## src/rtl/mul_pkg.sv

```systemverilog
// Shared definitions for the multiplier operand sequencer: state encoding and default sizes.
package mul_pkg;

   localparam int unsigned MUL_WIDTH          = 16;
   localparam int unsigned MUL_TIMEOUT_CYCLES = 70000;
   localparam int unsigned MUL_CNT_W          = 17;

   typedef enum logic [2:0] {
      ST_IDLE   = 3'd0,
      ST_START  = 3'd1,
      ST_LOAD_A = 3'd2,
      ST_LOAD_B = 3'd3,
      ST_WAIT   = 3'd4,
      ST_RESP   = 3'd5
   } seq_state_t;

endpackage

```

## src/rtl/mul_done_edge.sv

```systemverilog
// Registers the multiplier's level done signal and reports its rising edge only.
module mul_done_edge (
   input  logic clk,
   input  logic rst,
   input  logic i_done,
   output logic o_rise
);

   logic r_doneQ;

   // A done that is already high yields no edge until it has dropped and risen again.
   always_ff @(posedge clk) begin
      if (rst) begin
         r_doneQ <= 1'b0;
      end else begin
         r_doneQ <= i_done;
      end
   end

   assign o_rise = i_done & ~r_doneQ;

endmodule

```

## src/rtl/mul_operand_sequencer.sv

```systemverilog
// Feeds operand pairs into the repeated-addition multiplier over its serial load protocol
// and returns the product (or a timeout abort) through a valid/ready result port.
module mul_operand_sequencer
   import mul_pkg::*;
#(
   parameter int unsigned WIDTH          = MUL_WIDTH,
   parameter int unsigned TIMEOUT_CYCLES = MUL_TIMEOUT_CYCLES,
   parameter int unsigned CNT_W          = MUL_CNT_W
) (
   input  logic             clk,
   input  logic             rst,
   input  logic             in_valid,
   output logic             in_ready,
   input  logic [WIDTH-1:0] in_a,
   input  logic [WIDTH-1:0] in_b,
   output logic             mul_start,
   output logic [WIDTH-1:0] mul_data,
   input  logic             mul_done,
   input  logic [WIDTH-1:0] mul_result,
   output logic             out_valid,
   input  logic             out_ready,
   output logic [WIDTH-1:0] out_result,
   output logic             out_timeout,
   output logic [CNT_W-1:0] out_cycles,
   output logic             busy
);

   localparam logic [CNT_W-1:0] LP_WAIT_LAST = CNT_W'(TIMEOUT_CYCLES - 1);

   seq_state_t       r_state;
   seq_state_t       w_nextState;
   logic [WIDTH-1:0] r_a;
   logic [WIDTH-1:0] r_b;
   logic [CNT_W-1:0] r_count;
   logic [WIDTH-1:0] r_outResult;
   logic             r_outTimeout;
   logic [CNT_W-1:0] r_outCycles;
   logic             w_doneRise;
   logic             w_complete;
   logic             w_abort;
   logic             w_inReady;
   logic             w_mulStart;
   logic [WIDTH-1:0] w_mulData;
   logic             w_outValid;
   logic             w_busy;

   mul_done_edge u_doneEdge (
      .clk    (clk),
      .rst    (rst),
      .i_done (mul_done),
      .o_rise (w_doneRise)
   );

   always_ff @(posedge clk) begin
      if (rst) begin
         r_state <= ST_IDLE;
      end else begin
         r_state <= w_nextState;
      end
   end

   // Handshake and bus outputs are decoded from the current state only.
   always_comb begin
      w_nextState = r_state;
      w_inReady   = 1'b0;
      w_mulStart  = 1'b0;
      w_mulData   = '0;
      w_outValid  = 1'b0;
      w_busy      = 1'b1;
      w_complete  = 1'b0;
      w_abort     = 1'b0;
      case (r_state)
         ST_IDLE: begin
            w_inReady = 1'b1;
            w_busy    = 1'b0;
            if (in_valid) begin
               w_nextState = ST_START;
            end
         end
         ST_START: begin
            w_mulStart  = 1'b1;
            w_nextState = ST_LOAD_A;
         end
         ST_LOAD_A: begin
            w_mulData   = r_a;
            w_nextState = ST_LOAD_B;
         end
         ST_LOAD_B: begin
            w_mulData   = r_b;
            w_nextState = ST_WAIT;
         end
         ST_WAIT: begin
            w_mulData = r_b;
            if (w_doneRise) begin
               w_complete  = 1'b1;
               w_nextState = ST_RESP;
            end else if (r_count == LP_WAIT_LAST) begin
               w_abort     = 1'b1;
               w_nextState = ST_RESP;
            end
         end
         ST_RESP: begin
            w_outValid = 1'b1;
            if (out_ready) begin
               w_nextState = ST_IDLE;
            end
         end
         default: begin
            w_nextState = ST_IDLE;
         end
      endcase
   end

   // Operand capture, wait counter, and the result registers held stable throughout RESP.
   always_ff @(posedge clk) begin
      if (rst) begin
         r_a          <= '0;
         r_b          <= '0;
         r_count      <= '0;
         r_outResult  <= '0;
         r_outTimeout <= 1'b0;
         r_outCycles  <= '0;
      end else begin
         if (r_state == ST_IDLE && in_valid) begin
            r_a <= in_a;
            r_b <= in_b;
         end
         if (r_state == ST_LOAD_B) begin
            r_count <= '0;
         end else if (r_state == ST_WAIT) begin
            r_count <= r_count + 1'b1;
         end
         if (w_complete) begin
            r_outResult  <= mul_result;
            r_outTimeout <= 1'b0;
            r_outCycles  <= r_count;
         end else if (w_abort) begin
            r_outResult  <= '0;
            r_outTimeout <= 1'b1;
            r_outCycles  <= LP_WAIT_LAST;
         end
      end
   end

   assign in_ready    = w_inReady;
   assign mul_start   = w_mulStart;
   assign mul_data    = w_mulData;
   assign out_valid   = w_outValid;
   assign busy        = w_busy;
   assign out_result  = r_outResult;
   assign out_timeout = r_outTimeout;
   assign out_cycles  = r_outCycles;

endmodule

```

## config.mk

```make
export PLATFORM = sky130hd
export DESIGN_NAME = mul_operand_sequencer
export DESIGN_NICKNAME = d
export VERILOG_FILES = /design/src/rtl/mul_pkg.sv /design/src/rtl/mul_done_edge.sv /design/src/rtl/mul_operand_sequencer.sv
export SDC_FILE = /design/constraint.sdc
export NUM_CORES = 1
export LEC_CHECK = 0
export ABC_AREA = 1
export BUFFER_PORTS_ARGS = -buffer_cell sky130_fd_sc_hd__buf_2
export CAP_MARGIN = 15
export CORE_UTILIZATION = 35
export DETAILED_ROUTE_END_ITERATION = 12
export GPL_TIMING_DRIVEN = 0
export PLACE_DENSITY = 0.65
export SYNTH_ARGS = -nofsm -noshare
export SYNTH_HDL_FRONTEND = slang
export SYNTH_SLANG_ARGS = --single-unit
```

## constraint.sdc

```tcl
create_clock -name clk -period 1.8 [get_ports clk]
set_clock_uncertainty 0.15 [all_clocks]
set_input_delay 0.36 -clock clk [delete_from_list [all_inputs] [get_ports clk]]
set_output_delay 0.36 -clock clk [all_outputs]
set_load 0.02 [all_outputs]
```

==> After elaboration in Yosys (flattened, before gate mapping) <==
Index checks and enable logic that the tools add are counted.
{ "word_totals": {"in_bits": 53, "out_inout_bits": 54, "regBits": 87} }
{ "classes": {"eq_ne": 9, "reduce_logical": 7, "bitwise_logic": 2, "mux": 19, "add_sub_neg": 1} }
{ "op_table": {"columns": ["operator", "count"], "rows": [
  ["$mux W17", 2],
  ["$mux W16", 2],
  ["$pmux W16 S2", 1],
  ["$pmux W3 S6", 1],
  ["$add A17 B1 Y17 const B", 1],
  ["$eq A17 B17 Y1 const B", 1],
  ["$mux W3", 4],
  ["$mux W1", 9],
  ["$eq A3 B2 Y1 const B", 2],
  ["$eq A3 B3 Y1 const B", 2],
  ["$reduce_or A2 Y1", 3],
  ["$ne A2 B2 Y1 const B", 2],
  ["$eq A3 B1 Y1 const B", 1],
  ["$logic_not A3 Y1", 1],
  ["$ne A3 B2 Y1 const B", 1],
  ["$reduce_and A3 Y1", 1],
  ["$reduce_bool A2 Y1", 1],
  ["$and A1 B1 Y1", 1],
  ["$logic_and A1 B1 Y1", 1],
  ["$not A1 Y1", 1]
]} }

==> Longest topological paths before layout <==
Gate-level depths: netlist of run 1.
{ "logic_depth": {"depth_word": 6, "ltp_mapped": 9, "depth_no_buf": 9} }

==> By module <==
A second synthesis of run 1 with hierarchy kept.
{ "unflattened": {"cells_unflattened": 496, "area_unflattened_um2": 3679.8} }
{ "by_module_without_submodules": {"columns": ["mod", "instances", "area_per_inst_um2", "seq_area_each_um2", "cells_per_inst"], "rows": [
  ["mul_operand_sequencer", 1, 3648.5, 1721.7, 492],
  ["mul_done_edge", 1, 31.3, 20.0, 4]
]} }

==> Least setup slack after synthesis of run 1 <==
No wires, ideal clock.
{ "synth_path": {"path_kind": "register to output", "start": "register r_state[1]", "end": "output port mul_data[0]", "stages_incl_launch_ff": 7, "arrival_ns": 1.384, "required_ns": 1.290, "slack_ns": -0.094, "n_path_buf": 2, "path_cell_list": "dfxtp_1 -> nor2_4 -> nand2_4 -> and2_1 -> buf_2 -> buf_2 -> o22ai_1"} }
{ "synth_between": {"elab_chain_len": 3} }
{ "synth_rtl": {"columns": ["item", "line_no", "source"], "rows": [
  ["from (decl)", "mul_operand_sequencer.sv:30", "seq_state_t r_state;"],
  ["from (signal assigned)", "mul_operand_sequencer.sv:58", "r_state <= w_nextState;"],
  ["$eq A3 B2 Y1 / $eq A3 B3 Y1 (equally long branches)", "mul_operand_sequencer.sv:72", "case (r_state)"],
  ["$reduce_or A2 Y1 (no source line)", null, null],
  ["$pmux W16 S2 *", "mul_operand_sequencer.sv:72", null],
  ["to (decl)", "mul_operand_sequencer.sv:17", "output logic [WIDTH-1:0] mul_data,"]
]} }
Every way passes the cells marked *; elsewhere a longest branch is shown, timed or not.

==> Worst setup path in the final report of run 1 <==
{ "layout_path": {"start": "register r_state[1]", "end": "output port mul_data[11]"} }
Same word-level chain as after synthesis.

==> reports/metrics.yaml, run 1 <==
cts_tree: "done"
fmax_mhz: 487.7
grt_max_degree: 17
cp_slowest_stage_delay_ns: 0.38
setup_viol: 18
htreeDepth: 3
wl_per_cell_um: 13.58
diodes: 0
powerDensity_mw_per_mm2: 817.8
timing.hold.ws_ns: 0.09868
multiInputGateArea_mm2: 0.001794
hold_violations: 0
hold_class: "primary input to flop"
arrival_ns: 1.54
drt-initial-drc-count: 190
worst-setup-path-type: "flop to primary output"
cts_hold_buf: 0
row_count: 37
io_buffers: 105
status: "finished, violations left"
syn-num-nets: 543
wl_met3_um: 613
cts_root_buf: "clkbuf_8"
yosysTopAreaCell: "dfxtp_1"
die_x_um: 104.7
die_h_um: 104.7
synth.cell_area_mm2: 0.003695
fillers: 1036
timing.final.crit_share_pct: 113.9
worstPathRequired_ns: 1.29
met2WireLength_um: 4968
synth_warnings: 0
dp_hpwl_um: 7144
path_buf_inv: 2
gr-total-overflow: 0
grt_antenna_before_repair: 0
clk_path_buf_depth: 2
die-area_mm2: 0.01097
cp-startpoint: "r_state[1]"
hp-start: "mul_result[0]"
grt.total_usage_pct: 19.09
vias_per_cell: 4.810
violations: "negative setup slack"
layout_common_cells: "94 x buf_2, 82 x dfxtp_1, 76 x a21oi_1"
place_ws_ns: -0.2851
num_vias: 3651
synth.distinct_cells: 32
crit_path_cell_trace: "nor2_4 -> nand2_4 -> and2_4 -> buf_8 -> o22ai_4 -> buf_6"
crit_path_end_kind: "primary output"
routed_wirelength_um: 10310
num_io_pins: 107
worstSetupStartpointType: "flop"
worst_slack_ns: -0.2504
regToRegStartpoint: "r_state[1]"
start_util_pct: 35.95
syn2layout_area_growth_pct: 38.88
cts_sinks: 87
synth_area_leaders: "dfxtp_1 47%, a21oi_1 10%, nand2_1 7.8%, inv_1 6.1%, nand3_1 5.4%"
slew_violations: 0
finalSetupTns_ns: -3.591
slew_headroom_pct: 62.41
core_mm2: 0.01028
worst_pin_slew_ns: 0.5638
drc: 0
worstPathMaxFanout: 6
clk_pin_slew_ns: 0.09
regArea_mm2: 0.001758
insertion_delay_ns: 0.36
drive_gt1_share_pct: 32.91
numCtsBuffers: 9
ir_drop_mv: 0.4964
drt-met1-wl_um: 4571
cp_slowest_cell: "dfxtp_4"
finalCriticalPeriod_ns: 2.050
drtAntennaViolNets: 0
synth.top_cell.area_share_pct: 47.14
grt_pass1_vias: 3558
crit_family: "flip-flops"
leakagePower_nw: 2.058
synth-seq-cells: 87
dr.pass1.iters: 4
syn_inst: 489
grt_pass1_wl_um: 16850
ys_seq_area_share_pct: 47.14
final_nets: 672
grt_setup_unrepaired: "yes"
gp_congestion: 0.8165
drv_cap: 0
synth_area_per_cell_um2: 7.556
final_common_cell: "buf_2"
highest-signal-layer: "met4"
[logic make-up after synthesis]
family | count (synthesis) | share of synthesized area (%)
adders and majority gates | 1 | 0.3386
AOI/OAI and AO/OA | 149 | 21.67
buffers and inverters | 91 | 10.50
xor gates and xnor gates | 1 | 0.2371
and+or+nand+nor | 160 | 20.12
DFF | 87 | 47.14
[routing by layer]
metal  up-vias  GRT usage (%)
met5         -              0
met4         0          5.835
met3        13          5.053
met1      1651          23.46
li1       1866              -
met2       121          32.54
[metrics by stage]
step | instance area, µm² | cells | util (%) | power [mW]
floorplan | 3695 | 489 | - | 2.511
global route | 5131 | 759 | 49.93 | 4.398
detailed placement | 4390 | 730 | 42.72 | 2.717
global placement | 4390 | 730 | 42.72 | 2.704
finish | 5131 | 759 | 49.93 | 4.196
CTS | 5070 | 757 | 49.33 | 4.184
[cell type report]
type | instances | share of cell area [%]
multi-input cells | 311 | 34.97
flip-flops and latches | 87 | 34.26
repair buffers | 119 | 15.46
inverters | 65 | 4.950
plain buffers | 25 | 3.609
well taps | 136 | 3.316
clock buffers | 9 | 2.414
clock inverters | 7 | 1.024
[flip-flops by register name (all words and copies together), names as in the netlist]
register and cells:
r_state 3, r_count 17, u_doneEdge.r_doneQ 1, out_cycles 17, r_a 16, r_b 16, out_timeout 1, out_result 16
[report_power, final]
part | total (mW) | internal (mW) | switching [mW]
registers | 2.08 | 2.04 | 0.0462
logic | 0.847 | 0.337 | 0.509
clock network | 1.27 | 0.517 | 0.749
[tightest hold or removal path: stages]
cell     delay (ns)
buf_2          0.10
nand2_1        0.05
a21oi_1        0.05
[timing repair]
item                                   CTS  global route
gates resized for setup                 89            12
setup buffers                            9             2
endpoints found under the hold margin    0             0
gates cloned                             3             0
setup endpoints to repair               48            44
pin swaps                                6             3
[Yosys cell counts]
cell and number:
nor3_1 2, xor2_1 1, inv_2 4, nand3_2 2, a21oi_1 76, o211ai_1 1
o21ai_1 37, o22ai_1 16, nand4_1 1, ha_1 1, a21oi_2 8, nor2_2 4
nand3b_1 1, buf_2 9, nand3_1 40, buf_6 1, nand2_8 1, clkbuf_1 10
inv_1 60, nand2_1 77, nand3b_2 1, inv_6 1, o21ai_0 10, and2_1 1
nor2_4 3, buf_4 6, o21bai_1 1, dfxtp_1 87, nor2_1 24, nand2_4 1
nand2_2 1, or2_0 1
[final timing paths]
check	end	slack [ns]	cells after the start
max	mul_data[11]	-0.25	6
max reg2reg	r_a[13]	0.04	8
min reg2reg	out_timeout	0.30	2
min	out_result[0]	0.1	3
Note: power is estimated with default switching activity, not from simulation.
==> inputs of run 2 (changes only) <==
CAP_MARGIN = unset   (was 15)
clock period = 2 ns   (was 1.8 ns; I/O delays follow)
==> run 2 against run 1 <==
The flow still finishes with violations (negative setup slack). Die area did not move. First-iteration DRC count down 1.1%. Hold slack better by 0.040 ns. Sequential power fell by 9.6%. Register-to-register slack better by 0.12 ns. Final area shrank 2.3%. Critical endpoint unchanged. Largest power group unchanged.
==> reports/metrics.yaml, run 2 (synthesis gave the netlist of run 1 again) <==
slew_violations: 0
cts_root_buf: "clkbuf_8"
cts_tree: "done"
worst_slack_ns: -0.09125
leakagePower_nw: 2.020
drive_gt1_share_pct: 31.61
die_h_um: 104.7
die-area_mm2: 0.01097
regToRegStartpoint: "r_count[1]"
dr.pass1.iters: 4
rr_endpoint: "out_result[6]"
regArea_mm2: 0.001754
cts_hold_buf: 0
grt_pass1_vias: 3508
cp_slowest_cell: "dfxtp_4"
die_x_um: 104.7
drc: 0
slew_headroom_pct: 61.52
ir_drop_mv: 0.4446
worst_pin_slew_ns: 0.5772
io_buffers: 105
arrival_ns: 1.54
worstSetupStartpointType: "flop"
drt-initial-drc-count: 188
drtAntennaViolNets: 0
diodes: 0
worst-setup-path-type: "flop to primary output"
r2r_cells: 9
grt_antenna_before_repair: 0
core_mm2: 0.01028
layout_common_cells: "96 x buf_2, 83 x dfxtp_1, 76 x nand2_1, 76 x a21oi_1, 60 x inv_1"
final_common_cell: "buf_2"
hold_class: "primary input to flop"
clk_path_buf_depth: 2
reg2reg_slack_ns: 0.16
fmax_mhz: 478.2
cp_slowest_stage_delay_ns: 0.38
crit_path_end_kind: "primary output"
path_buf_inv: 2
grt.total_usage_pct: 18.83
routed_wirelength_um: 10120
crit_path_cell_trace: "nor2_4 -> nand2_4 -> and2_4 -> buf_8 -> o22ai_4 -> buf_6"
cp.depth: 6
gr-total-overflow: 0
syn2layout_area_growth_pct: 35.73
gp_congestion: 0.8165
grt_max_degree: 17
grt_setup_unrepaired: "yes"
row_count: 37
finalCriticalPeriod_ns: 2.091
vias_per_cell: 4.837
final_nets: 669
stdcell_count: 756
hold_depth: 3
hold_violations: 0
insertion_delay_ns: 0.36
numCtsBuffers: 9
hold_path_end: "out_result[0]"
start_util_pct: 35.95
drv_cap: 0
status: "finished, violations left"
final_util_pct: 48.79
crit_family: "flip-flops"
placed_cells: 730
worstPathMaxFanout: 6
hp-start: "mul_result[0]"
worstPathRequired_ns: 1.45
num_vias: 3657
dp_hpwl_um: 7144
timing.final.crit_share_pct: 104.6
wl_per_cell_um: 13.39
violations: "negative setup slack"
clk_pin_slew_ns: 0.09
num_io_pins: 107
setup_viol: 16
grt_pass1_wl_um: 16640
fillers: 1040
cts_sinks: 87
powerDensity_mw_per_mm2: 750.2
multiInputGateArea_mm2: 0.001759
htreeDepth: 3
## run 2: how the worst max path moves through the flow
stage	startpoint	to	slack (ns)
after floorplan	r_state[1]	mul_data[0]	0.07
after global placement	r_state[2]	mul_data[14]	-0.12
after detailed placement	r_state[0]	mul_data[0]	-0.13
after CTS	r_state[0]	mul_data[11]	-0.09
after global routing	r_state[1]	mul_data[11]	-0.14
final	r_state[1]	mul_data[11]	-0.09
## run 2: report_power, final
part | internal (mW) | total [mW] | leakage (nW) | switching [mW]
logic | 0.294 | 0.744 | 1.22 | 0.450
registers | 1.84 | 1.88 | 0.711 | 0.0413
clock network | 0.465 | 1.14 | 0.0908 | 0.677
## run 2: worst reg2reg max path, cell delays in order (launching register included)
cell     delay (ns)
dfxtp_2        0.37
ha_1           0.19
nand2_1        0.10
nor2_2         0.16
nand3_1        0.10
nor2_1         0.12
nand3_2        0.16
buf_4          0.23
nand3_1        0.09
a21oi_1        0.06
## run 2: timing repair
action,4_1_cts,5_1_grt
resized for setup,76,4
gates cloned,2,0
endpoints found under the setup margin,16,37
pin swaps,3,1
setup buffers,7,2
## run 2: area by class of cell
| type | count | share of cell area (%) |
|---|---|---|
| buffer | 25 | 3.293 |
| clock buffer | 9 | 2.470 |
| clock inverter | 7 | 1.048 |
| inverter | 65 | 5.015 |
| multi-input combinational | 311 | 35.08 |
| sequential | 87 | 34.98 |
| tap | 136 | 3.393 |
| timing repair buffer | 116 | 14.72 |
## run 2: metal layers
| layer | part of all wire (%) | GRT usage, % | vias up |
|---|---|---|---|
| met5 | 0 | 0 | - |
| met4 | 0.84 | 4.829 | 0 |
| met3 | 6.3 | 4.991 | 9 |
| met2 | 48 | 32.02 | 119 |
| met1 | 45 | 23.54 | 1665 |
| li1 | - | - | 1864 |
## run 2: stage by stage
stage / hold WS, ns / worst slack [ns] / total power, mW / cell area, µm² / setup TNS (ns)
2_1_floorplan: 0.2802 / 0.06620 / 2.260 / 3695 / 0
3_3_place_gp: 0.2831 / -0.1189 / 2.434 / 4390 / -0.9699
3_5_place_dp: 0.2886 / -0.1251 / 2.445 / 4390 / -1.127
4_1_cts: 0.1209 / -0.08502 / 3.764 / 4981 / -0.9859
5_1_grt: 0.1145 / -0.1445 / 3.944 / 5015 / -2.106
6_report: 0.1385 / -0.09125 / 3.762 / 5015 / -1.003
